## config.mk

```make
export PLATFORM = sky130hd
export DESIGN_NAME = pulse_stretcher
export DESIGN_NICKNAME = d
export VERILOG_FILES = /design/src/rtl/pulse_stretcher.sv
export SDC_FILE = /design/constraint.sdc
export NUM_CORES = 1
export LEC_CHECK = 0
export BUFFER_PORTS_ARGS = -buffer_cell sky130_fd_sc_hd__buf_4
export CAP_MARGIN = 20
export CORE_MARGIN = 3
export CORE_UTILIZATION = 50
export DETAILED_ROUTE_END_ITERATION = 8
export GPL_ROUTABILITY_DRIVEN = 0
export GPL_TIMING_DRIVEN = 0
export HOLD_SLACK_MARGIN = 0.06
export PLACE_DENSITY_LB_ADDON = 0.1
export SYNTH_ARGS = -nofsm -noshare
export SYNTH_HDL_FRONTEND = slang
export SYNTH_SLANG_ARGS = --single-unit
```

## constraint.sdc

```tcl
create_clock -name in_clk -period 7 [get_ports in_clk]
set_clock_uncertainty 0.1 [all_clocks]
set_input_delay 1.75 -clock in_clk [delete_from_list [all_inputs] [get_ports in_clk]]
set_output_delay 1.75 -clock in_clk [all_outputs]
set_load 0.02 [all_outputs]
```

## src/rtl/pulse_stretcher.sv

```systemverilog
// rtl/pulse_stretcher.sv - turns single-cycle event pulses into timed high/low level bursts
//
// Purpose:
//   Each accepted event drives out_signal high for exactly HIGH_TICKS cycles,
//   followed by at least LOW_TICKS cycles low. Events that arrive while a burst
//   is in progress are counted in a saturating pending counter and replayed in
//   order. Back-to-back events produce a seamless HIGH/LOW pattern with no idle
//   cycle in between.
//
// Ports:
//   in_clk       in   1             clock, all logic on rising edge
//   in_rst       in   1             asynchronous active-low reset
//   in_pulse     in   1             event request, one cycle per event
//   out_signal   out  1             stretched level output (registered)
//   out_busy     out  1             high while in the High or Low phase (registered)
//   out_pending  out  PENDING_BITS  queued events not yet started
//   out_overflow out  1             one-cycle flag: an event was dropped (queue full)

`timescale 1ns/1ps

module pulse_stretcher #(
  parameter int HIGH_TICKS   = 50,
  parameter int LOW_TICKS    = 50,
  parameter int PENDING_MAX  = 3,
  parameter int TICK_BITS    = $clog2((HIGH_TICKS > LOW_TICKS) ? HIGH_TICKS : LOW_TICKS) + 1,
  parameter int PENDING_BITS = $clog2(PENDING_MAX) + 1
) (
  input  logic                    in_clk,
  input  logic                    in_rst,
  input  logic                    in_pulse,
  output logic                    out_signal,
  output logic                    out_busy,
  output logic [PENDING_BITS-1:0] out_pending,
  output logic                    out_overflow
);

  typedef enum logic [1:0] {
    ST_IDLE = 2'd0,
    ST_HIGH = 2'd1,
    ST_LOW  = 2'd2
  } state_e;

  // Terminal counts for each phase; the phase counter restarts at 0 on entry.
  localparam logic [TICK_BITS-1:0]    HIGH_LAST = TICK_BITS'(HIGH_TICKS - 1);
  localparam logic [TICK_BITS-1:0]    LOW_LAST  = TICK_BITS'(LOW_TICKS - 1);
  localparam logic [PENDING_BITS-1:0] PEND_FULL = PENDING_BITS'(PENDING_MAX);

  state_e                  state_q, state_d;
  logic [TICK_BITS-1:0]    count_q, count_d;
  logic [PENDING_BITS-1:0] pending_q, pending_d;
  logic                    signal_q, signal_d;
  logic                    busy_q, busy_d;
  logic                    overflow_q, overflow_d;
  logic                    queue_req;

  always_comb begin
    state_d    = state_q;
    count_d    = count_q;
    pending_d  = pending_q;
    overflow_d = 1'b0;
    queue_req  = 1'b0;

    case (state_q)
      ST_IDLE: begin
        count_d   = '0;
        pending_d = '0;
        if (in_pulse) begin
          state_d = ST_HIGH;
        end
      end

      ST_HIGH: begin
        queue_req = in_pulse;
        if (count_q == HIGH_LAST) begin
          state_d = ST_LOW;
          count_d = '0;
        end else begin
          count_d = count_q + 1'b1;
        end
      end

      ST_LOW: begin
        if (count_q == LOW_LAST) begin
          count_d = '0;
          if (pending_q != '0) begin
            // Replay the oldest queued event; a pulse arriving on this same
            // cycle takes its place in the queue, so the count is unchanged.
            state_d   = ST_HIGH;
            pending_d = in_pulse ? pending_q : pending_q - 1'b1;
          end else if (in_pulse) begin
            state_d = ST_HIGH;
          end else begin
            state_d = ST_IDLE;
          end
        end else begin
          count_d   = count_q + 1'b1;
          queue_req = in_pulse;
        end
      end

      default: begin
        // Unreachable encoding: recover to a clean idle.
        state_d   = ST_IDLE;
        count_d   = '0;
        pending_d = '0;
      end
    endcase

    // Events that cannot start now go to the pending counter, or are dropped
    // and flagged when it is already full.
    if (queue_req) begin
      if (pending_q == PEND_FULL) begin
        overflow_d = 1'b1;
      end else begin
        pending_d = pending_q + 1'b1;
      end
    end

    // Outputs are registered from the next state so they line up with state_q.
    signal_d = (state_d == ST_HIGH);
    busy_d   = (state_d == ST_HIGH) || (state_d == ST_LOW);
  end

  always_ff @(posedge in_clk or negedge in_rst) begin
    if (!in_rst) begin
      state_q    <= ST_IDLE;
      count_q    <= '0;
      pending_q  <= '0;
      signal_q   <= 1'b0;
      busy_q     <= 1'b0;
      overflow_q <= 1'b0;
    end else begin
      state_q    <= state_d;
      count_q    <= count_d;
      pending_q  <= pending_d;
      signal_q   <= signal_d;
      busy_q     <= busy_d;
      overflow_q <= overflow_d;
    end
  end

  assign out_signal   = signal_q;
  assign out_busy     = busy_q;
  assign out_pending  = pending_q;
  assign out_overflow = overflow_q;

endmodule

```

==> metrics.txt <==
status complete, no violations; Critical Path End Type output port; share of layout cells above drive strength 1 a little over an eighth; pre-CTS WS 3980 ps; Required @ worst endpoint 5150 ps; Worst setup SP type flop; ys flop type dfrtp_1; Peak VDD IR 225 µV; warning count from the yosys run 0; Setup TNS 0 ps; Achievable Freq 0.361 GHz; CTS max path bufs 2; count leader, synth dfrtp_1; # setup viols final 0; Setup WS post-layout 4230 ps; WL final approximately 1600 µm; Cell Rows 14; commonest cells in the netlist dfrtp_1 (15), nor2_1 (14), ha_1 (10); post-synthesis sequential area ratio roughly 41%; area delta synth->final 12.8%; fin util between 60% and 70%; CP Cell Sequence buf_4; Switch Pwr ~120 µW; Slowest-stage cell, CP dfrtp_1; Max FO, Critical Path 6; xor-xnor portion of the synthesized cell area 4.82%; chip height 48.6 µm; Critical Path AT a little over 900 ps; Tcrit/Tclk final between 30 and 40%; largest family of logic cells by synthesized area simple AND/OR/NAND/NOR gates; Inserted Diodes 0; Synth Area in Compound Gates 14.9%; dominant cells by area after synthesis dfrtp_1 (41%), ha_1 (14%), nor2_1 (5.8%); clock buffer count from CTS 3; Multi-input gate area 489 µm²; RSZ-0062 raised after global routing false; GR Overflow Total 0; post-synthesis async set-or-reset flop share 100%; P per Cell Area a little under 300 nW/µm²; Root Buffer Master clkbuf_4; Antenna Violating Nets Remaining 0; first-pass GRT wire length 2730 µm; Yosys top cell by area dfrtp_1; CP peak stage delay 450 ps; CTS resizes 0; Core Region 1610 µm²; detailed router's first-iteration violation count 14; FF+latch area ~380 µm²; post-synth top area share 41.3%; Synth Area in Adders between 10% and 20%; Setup Crit Path Kind flop to output port; LEAKAGE 0.000450 µW; initial antenna violation count 0; via count between 600 and 700; Post-synth EDFFs 0; Gate Count Post-Synth 94; vias in the first global route around 630; CTS sink cnt 15; Final min period between 2000 and 3000 ps; Simple-Gate Fraction of Synth Area 18.0%; Synth Area per Inst 9.66 µm²; Flop pwr share approximately two fifths; mux share of post-synthesis cell area 2.34%; Slew HR 75.9%; switching share of total power 40.1%; # DRC 0; fin nets 120; worst slew pin tran 353 ps; Cell variety after synth 34; Slew Viols, Final 0; R2R setup slack approximately 4600 ps; Crit path buffers/inverters 1; Worst path top cell family by delay flip-flops; Die Area 2360 µm²; CTS tree done; Initial Utilization 56.4%; Boundary Pins 9; Die Wd 48.6 µm; Vias/cell approximately 5.3; PortBufs 8; #FFs+latches synth 15; combinational power share 42.8%; H-tree depth 1; Global Route Usage Sum approximately 15%; Int Pwr 180 µW; hold_buf cts 0; HP Class flop to flop; max-cap violations 0; HPWL after DPL roughly 1200 µm; DR WL/cell 12.2 µm; Skew-Pair Late Insertion Delay 290 ps; Post-CTS Setup Repair Bufs 0; Syn Std Cell Area 908 µm²; Layout fillers 146; Clk pwr share approximately 17%; Final Hold Violating Endpoints 0; Pre-Repair DR Iteration Count 4; largest net degree at the start of global routing 16; Clock transition at path regs 80 ps; syn_nets 107
-- placed cells by master (no fill, tap or decap), types with 2 or more instances in the layout --
master,instances
clkbuf_4,3
o21a_1,2
a21oi_1,3
o311ai_0,2
buf_4,8
xor2_1,2
dfrtp_1,15
inv_1,8
nor2_1,14
clkbuf_1,2
xnor2_1,3
ha_1,10
nand3_1,3
nand2_1,7
nand2b_1,3
-- worst register-to-register path, delay by kind of cell (launching register included) --
kind	cells	cell delay, ps
simple gates	3	1110
fa+ha+maj	1	130
flops	1	390
compound gates	1	200
buf+inv	3	370
-- layout make-up --
| type | instances | share of cell area [%] |
|---|---|---|
| inverters | 8 | 2.93 |
| repair buffers | 8 | 5.86 |
| well taps | 24 | 2.93 |
| flip-flops and latches | 15 | 36.6 |
| plain buffers | 3 | 1.34 |
| clock buffers | 4 | 2.56 |
| multi-input cells | 68 | 47.7 |
-- flip-flops by register name (all words and copies together) (netlist names) --
register,flops
count_q,7
out_busy,1
out_overflow,1
out_pending,3
out_signal,1
state_q,2
-- stage by stage --
stage          hold slack, ps  total power (µW)  std cells  instance area [µm²]
2_1_floorplan             353               212         94                  908
3_3_place_gp              372               249        126                  998
3_5_place_dp              382               251        126                  998
4_1_cts                   394               301        130                 1020
5_1_grt                   412               326        130                 1020
6_report                  393               300        130                 1020
-- metal layers --
| layer | vias up | global-route usage [%] | share of wire, % |
|---|---|---|---|
| met1 | 306 | 19.8 | 51 |
| li1 | 356 | - | - |
| met3 | 4 | 3.99 | 5.7 |
| met5 | - | 0 | 0 |
| met2 | 21 | 21.3 | 42 |
| met4 | 0 | 7.11 | 1.3 |
-- logic make-up (layout without fill, tap and decap cells) --
logic type / Yosys count / in the layout
compound gates: 17 / 17
mux: 2 / 2
buf+inv: 11 / 23
fa+ha+maj: 10 / 10
xor+xnor: 5 / 5
simple gates: 34 / 34
flops: 15 / 15
-- path summary, 6_finish.rpt --
check                                from        endpoint  cells after the start
min reg2reg                    count_q[0]      count_q[0]                      1
min                            count_q[0]      count_q[0]                      1
max in group asynchronous          in_rst      count_q[2]                      1
max reg2reg                    count_q[1]  out_pending[0]                      8
min in group asynchronous          in_rst  out_pending[0]                      1
max                        out_pending[2]  out_pending[2]                      1
-- power by group through the flow --
stage | sequential (µW) | clock, µW | combinational (µW)
floorplan | 132 | 0 | 80.4
global placement | 122 | 0 | 127
detailed placement | 123 | 0 | 128
CTS | 121 | 51.0 | 129
global route | 124 | 56.3 | 146
finish | 121 | 50.6 | 128
(Power assumes the default switching activity.)
